`config.mk`:
```
export PLATFORM = sky130hd
export DESIGN_NAME = updown_seq_monitor_flat
export DESIGN_NICKNAME = d
export VERILOG_FILES = /design/src/rtl/updown_seq_monitor_if.sv /design/src/rtl/updown_seq_monitor.sv /design/src/flat_wrapper.sv
export SDC_FILE = /design/constraint.sdc
export NUM_CORES = 1
export LEC_CHECK = 0
export ABC_AREA = 1
export CORE_AREA = 2 2 60 76
export CTS_CLUSTER_SIZE = 28
export DETAILED_ROUTE_END_ITERATION = 8
export DIE_AREA = 0 0 62 78
export DONT_BUFFER_PORTS = 1
export GPL_TIMING_DRIVEN = 0
export SLEW_MARGIN = 20
export SYNTH_ARGS = -nofsm -noshare
export SYNTH_HDL_FRONTEND = slang
export SYNTH_SLANG_ARGS = --single-unit
```
`constraint.sdc`:
```
create_clock -name clk -period 3.9 [get_ports clk]
set_input_delay 1.17 -clock clk [delete_from_list [all_inputs] [get_ports clk]]
set_output_delay 1.17 -clock clk [all_outputs]
set_load 0.02 [all_outputs]
```
`src/rtl/updown_seq_monitor_if.sv`:
```
// Monitor-side bundle: counter taps and control in, wrap/count/error status out.
interface updown_seq_monitor_if #(
  parameter int unsigned CNT_W = 8
);
  logic             d;
  logic [1:0]       q;
  logic             err_clr;
  logic             cnt_clr;
  logic             wrap_up;
  logic             wrap_down;
  logic [CNT_W-1:0] up_rev_cnt;
  logic [CNT_W-1:0] down_rev_cnt;
  logic             err;
  logic [1:0]       state_o;

  modport master (
    output d, q, err_clr, cnt_clr,
    input  wrap_up, wrap_down, up_rev_cnt, down_rev_cnt, err, state_o
  );

  modport slave (
    input  d, q, err_clr, cnt_clr,
    output wrap_up, wrap_down, up_rev_cnt, down_rev_cnt, err, state_o
  );
endinterface

```
`src/rtl/updown_seq_monitor.sv`:
```
// Checks each step of a 2-bit up/down counter against the direction registered
// on the previous edge; reports wraps, counts revolutions, latches the first error.
module updown_seq_monitor #(
  parameter int unsigned CNT_W      = 8,
  parameter bit          ALLOW_HOLD = 1'b0
) (
  input logic                 clk,
  input logic                 rst_n,
  updown_seq_monitor_if.slave bus
);

  localparam int unsigned Q_W = 2;
  localparam logic [CNT_W-1:0] CNT_MAX = {CNT_W{1'b1}};

  typedef enum logic [1:0] {
    S_INIT  = 2'b00,
    S_TRACK = 2'b01,
    S_ERROR = 2'b10
  } state_t;

  state_t           state;
  logic [Q_W-1:0]   q_prev;
  logic             d_prev;
  logic             wrap_up_r;
  logic             wrap_down_r;
  logic [CNT_W-1:0] up_cnt;
  logic [CNT_W-1:0] down_cnt;
  logic             err_r;

  logic [Q_W-1:0]   exp_q_c;
  logic             step_ok_c;
  logic             hold_ok_c;
  logic             up_wrap_c;
  logic             down_wrap_c;

  // q must equal q_prev stepped by the direction seen one edge earlier
  always_comb begin
    exp_q_c     = d_prev ? q_prev + Q_W'(1) : q_prev - Q_W'(1);
    step_ok_c   = (bus.q == exp_q_c);
    hold_ok_c   = ALLOW_HOLD && (bus.q == q_prev);
    up_wrap_c   = step_ok_c && d_prev && (q_prev == Q_W'(3));
    down_wrap_c = step_ok_c && !d_prev && (q_prev == Q_W'(0));
  end

  always_ff @(posedge clk or negedge rst_n) begin
    if (!rst_n) begin
      state       <= S_INIT;
      q_prev      <= '0;
      d_prev      <= 1'b0;
      wrap_up_r   <= 1'b0;
      wrap_down_r <= 1'b0;
      up_cnt      <= '0;
      down_cnt    <= '0;
      err_r       <= 1'b0;
    end else begin
      wrap_up_r   <= 1'b0;
      wrap_down_r <= 1'b0;
      if (bus.err_clr) err_r <= 1'b0;

      unique case (state)
        S_INIT: begin
          q_prev <= bus.q;
          d_prev <= bus.d;
          state  <= S_TRACK;
        end
        S_TRACK: begin
          if (step_ok_c) begin
            q_prev      <= bus.q;
            d_prev      <= bus.d;
            wrap_up_r   <= up_wrap_c;
            wrap_down_r <= down_wrap_c;
            if (up_wrap_c && up_cnt != CNT_MAX)
              up_cnt <= up_cnt + CNT_W'(1);
            if (down_wrap_c && down_cnt != CNT_MAX)
              down_cnt <= down_cnt + CNT_W'(1);
          end else if (hold_ok_c) begin
            d_prev <= bus.d;
          end else if (bus.err_clr) begin
            // clear coinciding with an illegal step wins: resync instead
            state <= S_INIT;
          end else begin
            err_r <= 1'b1;
            state <= S_ERROR;
          end
        end
        S_ERROR: begin
          if (bus.err_clr) state <= S_INIT;
        end
        default: state <= S_INIT;
      endcase

      // counter clear overrides any increment taken on the same edge
      if (bus.cnt_clr) begin
        up_cnt   <= '0;
        down_cnt <= '0;
      end
    end
  end

  assign bus.wrap_up      = wrap_up_r;
  assign bus.wrap_down    = wrap_down_r;
  assign bus.up_rev_cnt   = up_cnt;
  assign bus.down_rev_cnt = down_cnt;
  assign bus.err          = err_r;
  assign bus.state_o      = state;

endmodule
```
`src/flat_wrapper.sv`:
```
// flat-port wrapper written by rule: the top's interface ports become plain ports
module updown_seq_monitor_flat 
#(
  parameter int unsigned CNT_W      = 8,
  parameter bit          ALLOW_HOLD = 1'b0
)
  (clk, rst_n, bus_d, bus_q, bus_err_clr, bus_cnt_clr, bus_wrap_up, bus_wrap_down, bus_up_rev_cnt, bus_down_rev_cnt, bus_err, bus_state_o);
  updown_seq_monitor_if #(.CNT_W(CNT_W)) bus_i ();
  input logic clk;
  input logic rst_n;
  input wire logic [$bits(bus_i.d)-1:0] bus_d;
  input wire logic [$bits(bus_i.q)-1:0] bus_q;
  input wire logic [$bits(bus_i.err_clr)-1:0] bus_err_clr;
  input wire logic [$bits(bus_i.cnt_clr)-1:0] bus_cnt_clr;
  output wire logic [$bits(bus_i.wrap_up)-1:0] bus_wrap_up;
  output wire logic [$bits(bus_i.wrap_down)-1:0] bus_wrap_down;
  output wire logic [$bits(bus_i.up_rev_cnt)-1:0] bus_up_rev_cnt;
  output wire logic [$bits(bus_i.down_rev_cnt)-1:0] bus_down_rev_cnt;
  output wire logic [$bits(bus_i.err)-1:0] bus_err;
  output wire logic [$bits(bus_i.state_o)-1:0] bus_state_o;
  assign bus_i.d = bus_d;
  assign bus_i.q = bus_q;
  assign bus_i.err_clr = bus_err_clr;
  assign bus_i.cnt_clr = bus_cnt_clr;
  assign bus_wrap_up = bus_i.wrap_up;
  assign bus_wrap_down = bus_i.wrap_down;
  assign bus_up_rev_cnt = bus_i.up_rev_cnt;
  assign bus_down_rev_cnt = bus_i.down_rev_cnt;
  assign bus_err = bus_i.err;
  assign bus_state_o = bus_i.state_o;
  updown_seq_monitor #(.CNT_W(CNT_W), .ALLOW_HOLD(ALLOW_HOLD)) u_core (.clk(clk), .rst_n(rst_n), .bus(bus_i));
endmodule
```
Word level (Yosys, flattened, before mapping)
Index checks and enable logic that the tools add are counted.
{"block": "word_totals", "reg_bits": 24, "in_bits": 7, "output_inout_bits": 21, "wordCells": 64}
{"block": "classes", "add_sub_neg": 4, "eq_ne": 9, "mux": 25, "reduce_logical": 18}
{"op": "2-to-1 mux 8 bit", "count": 8}
{"op": "adder 8 x 1 -> 8 bit (second input constant)", "count": 2}
{"op": "!= test 8 bit (second input constant)", "count": 2}
{"op": "2-to-1 mux 2 bit", "count": 5}
{"op": "nonzero test 2 bit", "count": 5}
{"op": "2-to-1 mux 1 bit", "count": 9}
{"op": "logical AND 1 bit", "count": 6}
{"op": "one-hot mux 2 bit (3 select lines)", "count": 1}
{"op": "AND reduction 3 bit", "count": 2}
{"op": "== test 2 bit (second input constant)", "count": 2}
{"op": "logical NOT 2 bit", "count": 2}
{"op": "!= test 2 bit (second input constant)", "count": 2}
{"op": "one-hot mux 2 bit (2 select lines)", "count": 1}
{"op": "AND reduction 2 bit", "count": 2}
{"op": "adder 2 x 1 -> 2 bit (second input constant)", "count": 1}
{"op": "== test 2 x 1 -> 1 bit (second input constant)", "count": 1}
{"op": "== test 2 bit", "count": 1}
{"op": "!= test 2 x 1 -> 1 bit (second input constant)", "count": 1}
{"op": "one-hot mux 1 bit (2 select lines)", "count": 1}
{"op": "subtractor 2 x 1 -> 2 bit (second input constant)", "count": 1}
{"op": "logical NOT 1 bit", "count": 1}

Longest topological paths before layout
{"block": "logic_depth", "depth_word": 10, "ltp_mapped": 9, "mapped_depth_nobuf": 9}

Worst setup path before layout
OpenSTA, ideal clock, no wires.
{"block": "synth_path", "path_type": "in2reg", "from": "input port bus_q[1]", "to": "register u_core.down_cnt[2], in the netlist u_core.bus.down_rev_cnt[2]", "setup_time_ns": 0.119, "arrival_time_ns": 1.963, "required_time_ns": 3.781, "setup_slack_ns": 1.819, "stages": 8, "cell_sequence": "inv_1 > nand2_1 > nand2_2 > nand4_4 > nor3_4 > nand2_4 > nand3_1 > nand2_1"}
{"block": "synth_between", "elab_chain_len": 6}
{"element": "from (decl)", "line_no": "flat_wrapper.sv:12", "text": "input wire logic [$bits(bus_i.q)-1:0] bus_q;"}
{"element": "== test 2 bit (*)", "line_no": "updown_seq_monitor.sv:39", "text": "step_ok_c = (bus.q == exp_q_c);"}
{"element": "logical AND 1 bit (2 in series)", "line_no": "updown_seq_monitor.sv:42", "text": "down_wrap_c = step_ok_c && !d_prev && (q_prev == Q_W'(0));"}
{"element": "logical AND 1 bit", "line_no": "updown_seq_monitor.sv:74", "text": "if (down_wrap_c && down_cnt != CNT_MAX)"}
{"element": "nonzero test 2 bit (no line)"}
{"element": "AND reduction 3 bit (no line) (*)"}
{"element": "to (signal assigned)", "line_no": "updown_seq_monitor.sv:75", "text": "down_cnt <= down_cnt + CNT_W'(1);"}
{"element": "to (decl)", "line_no": "updown_seq_monitor.sv:27", "text": "logic [CNT_W-1:0] down_cnt;"}
Mark *: on every way between the ends. The rest lies on a longest branch, timed or not.
A chain may end at the register's enable or synchronous reset.

Final worst setup path
{"block": "layout_path", "from": "register u_core.down_cnt[2], in the netlist u_core.bus.down_rev_cnt[2]", "to": "output port bus_down_rev_cnt[2]"}
{"element": "to (decl)", "line_no": "flat_wrapper.sv:18", "text": "output wire logic [$bits(bus_i.down_rev_cnt)-1:0] bus_down_rev_cnt;"}
No word-level cell between the ends.

==> impl_table.tex <==
\begin{tabular}{lr}
\hline
Metric & Value \\
\hline
\multicolumn{2}{l}{\textbf{Run status}} \\
\quad Status & finished, final reports clean \\
\multicolumn{2}{l}{\textbf{Timing}} \\
\quad Final worst path period need & $\sim$2.0 ns \\
\quad Setup slack of the critical path after layout & approximately 1.9 ns \\
\quad Maximum clock frequency & 496.6 MHz \\
\quad Worst slew pin tran & slightly above 0.5 ns \\
\quad Clock Skew & around 0.0035 ns \\
\quad Worst-case headroom to the max-slew limit & about two thirds \\
\quad Final setup violation count & 0 \\
\quad Unrepaired setup endpoints after global routing & false \\
\quad Final Max Slew Viols & 0 \\
\quad Share of the clock period used by the worst path & around 52\% \\
\quad Setup TNS & 0 ns \\
\quad Hold violation count in the final report & 0 \\
\multicolumn{2}{l}{\textbf{CTS}} \\
\quad CTS H-tree depth & 1 \\
\quad Number of clock sinks & 24 \\
\quad Clock tree from TritonCTS & built \\
\quad Clock latency of the later-clocked register in the worst-skew pair & around 0.26 ns \\
\quad Count of buffers added by post-CTS timing repair for setup & 0 \\
\quad TritonCTS buffer count & 3 \\
\quad Master cell of the clock root buffer & clkbuf\_8 \\
\quad Buffer depth of the longest clock path & 2 \\
\quad Reg clk slew, reported paths & $\sim$0.09 ns \\
\quad Hold-fix buffers, CTS & 0 \\
\quad Number of gates resized after CTS & 0 \\
\multicolumn{2}{l}{\textbf{Global routing}} \\
\quad Initial antenna violation count & 0 \\
\quad Busiest grt layer & met2 \\
\quad Fraction of met3 tracks used by global routing & under 10\% \\
\quad Congestion Overflow GR & 0 \\
\quad GR Util met2 & approximately a fifth \\
\quad M1 GR Usage & about 16\% \\
\quad Maximum number of pins on one net before global-route repair & 25 \\
\quad First-pass GRT wire length & 4754 um \\
\quad Global-route usage over all layers & 12.75\% \\
\quad Number of global-route vias before repair & 1051 \\
\multicolumn{2}{l}{\textbf{Route}} \\
\quad DRT Wirelength & around 3000 um \\
\quad Number of design-rule violations left by the first detailed-router iteration & just under 50 \\
\quad Wirelength per Cell & around 13 um \\
\quad Routed vias/inst & 4.878 \\
\quad Number of routed nets with antenna violations & 0 \\
\quad Number of iterations in the first detailed-routing pass & 4 \\
\quad Vias & $\sim$1200 \\
\quad Remaining routing DRC violations & 0 \\
\multicolumn{2}{l}{\textbf{Critical path}} \\
\quad Worst R2R Setup Slack & approximately 2.2 ns \\
\quad Worst setup EP type & output pin \\
\quad Worst reg-to-reg path cell count & 7 \\
\quad Worst EP arrival & between 0.8 and 0.9 ns \\
\quad Kind of critical path & reg2out \\
\quad Worst Path Max Fanout & 6 \\
\quad Total number of cells along the worst setup path & 0 \\
\quad Required time at the endpoint of the critical path & $\sim$2.7 ns \\
\quad Crit path launch type & flop \\
\multicolumn{2}{l}{\textbf{Pwr}} \\
\quad Leakage power & roughly 0.84 nW \\
\quad Power Density & 466.7 mW/mm2 \\
\quad Worst supply voltage drop on vdd & 0.0001281 V \\
\quad Overall power & just over 0.7 mW \\
\multicolumn{2}{l}{\textbf{Logic synthesis}} \\
\quad Cell area after technology mapping & 0.001401 mm2 \\
\quad Sequential-to-total area share from yosys stat & a little over two fifths \\
\quad Share of the synthesized area in the top cell type & between 40 and 50\% \\
\quad Number of flops mapped to enable cells by yosys & 0 \\
\quad Synthesized Nets & $\sim$190 \\
\quad Flip-flop cell with the highest count after synthesis & dfrtp\_1 \\
\quad Number of warnings issued by yosys & 0 \\
\quad Top area cells in the synthesized netlist & dfrtp\_1, nand2\_1, nand3\_1, inv\_1, xor2\_1 \\
\quad Dominant cell type by area after synthesis & dfrtp\_1 \\
\quad Cells after synthesis & 178 \\
\quad Synth cell types & 24 \\
\quad Ys async rst share & between 90\% and 100\% \\
\quad Post-synthesis register bit count & 24 \\
\quad Avg Cell Area, Syn & between 7 and 8 um2 \\
\multicolumn{2}{l}{\textbf{Layout}} \\
\quad Highest-count cells in the layout ignoring fill and taps & nand2\_1, nand3\_1, dfrtp\_1 \\
\quad Area growth syn-to-layout & 8.928\% \\
\quad Number of antenna repair diodes & 0 \\
\quad Most common library cell in the layout ignoring fill and taps & nand2\_1 \\
\quad Layout cells sized above 1 & between 10\% and 20\% \\
\quad Fill cell instance count of the final layout & 445 \\
\quad Post-layout nets & around 190 \\
\multicolumn{2}{l}{\textbf{Floorplanning}} \\
\quad \# IOs & 28 \\
\quad Cell Rows & 26 \\
\quad Die width & 62 um \\
\quad Initial core utilization & between 30\% and 40\% \\
\quad Core area & approximately 0.0041 mm2 \\
\quad Die area & just under 0.005 mm2 \\
\quad Die Y & about 78 um \\
\multicolumn{2}{l}{\textbf{Placed design}} \\
\quad Global placement routability congestion & about 0.80 \\
\quad Number of buffers inserted by port buffering & 0 \\
\quad Final HPWL DP & 2249 um \\
\quad Setup WS pre-CTS & about 1.6 ns \\
\multicolumn{2}{l}{\textbf{Hold path}} \\
\quad Worst hold path class & in2async \\
\multicolumn{2}{l}{\textbf{Job}} \\
\quad Maxcap violations & 0 \\
\hline
\end{tabular}
## synthesized netlist by cell type (2+ instances only)
library cell and number:
o21ai_0 3, inv_2 3, dfrtp_1 24, xor2_1 9, nor2_1 9, buf_2 2
nand4_1 10, a21oi_1 2, nand2_2 2, ha_1 2, nand3_1 29, nor3_1 4
inv_1 22, nand2_1 45, nor2_2 2, xnor2_1 2
## state kept, by name (all words and copies together) (netlist names)
| register | cells |
|---|---|
| u_core.bus.up_rev_cnt | 8 |
| u_core.bus.state_o | 2 |
| u_core.q_prev | 2 |
| u_core.bus.err | 1 |
| u_core.bus.wrap_down | 1 |
| u_core.bus.wrap_up | 1 |
| u_core.d_prev | 1 |
| u_core.bus.down_rev_cnt | 8 |
## per-stage QoR
| step | util [%] | area [um2] | hold WS [ns] | cells |
|---|---|---|---|---|
| 2_1_floorplan | - | 1401 | 0.5541 | 178 |
| 3_3_place_gp | 36.18 | 1471 | 0.6158 | 234 |
| 3_5_place_dp | 36.18 | 1471 | 0.6228 | 234 |
| 4_1_cts | 37.54 | 1526 | 0.5866 | 238 |
| 5_1_grt | 37.54 | 1526 | 0.5750 | 238 |
| 6_report | 37.54 | 1526 | 0.5920 | 238 |
## layout make-up
| type | instances | area (um2) | share of cell area [%] |
|---|---|---|---|
| clock buffers | 4 | 55.05 | 3.607 |
| multi-input cells | 126 | 693.2 | 45.41 |
| flip-flops and latches | 24 | 600.6 | 39.34 |
| inverters | 25 | 93.84 | 6.148 |
| well taps | 56 | 70.07 | 4.590 |
| plain buffers | 3 | 13.76 | 0.9016 |
## final timing paths
| path | startpoint | end |
|---|---|---|
| setup / recovery | u_core.bus.down_rev_cnt[2] | bus_down_rev_cnt[2] |
| hold / removal | rst_n | u_core.bus.down_rev_cnt[6] |
| setup reg to reg | u_core.bus.state_o[0] | u_core.bus.down_rev_cnt[6] |
| hold reg to reg | u_core.d_prev | u_core.bus.wrap_down |
| max in group asynchronous | rst_n | u_core.bus.wrap_up |
| min in group clk | u_core.d_prev | u_core.bus.wrap_down |
## cell families after synthesis
logic type	count (synthesis)	synth area share (%)
compound gates	6	2.411
xor+xnor	11	6.876
fa+ha+maj	2	1.785
buf+inv	28	7.678
flops	24	42.86
simple gates	107	38.39
## metal layers
metal | part of all wire, % | vias up
met5 | 0 | -
met4 | 1.0 | 0
met3 | 7.1 | 2
met2 | 50 | 30
met1 | 42 | 546
li1 | - | 583
## power by group
group	switching, mW	internal [mW]
Sequential	0.0622	0.283
Clock	0.0775	0.0899
Combinational	0.138	0.0612
Total	0.278	0.434
No activity file was read; power rests on OpenSTA's default activity.
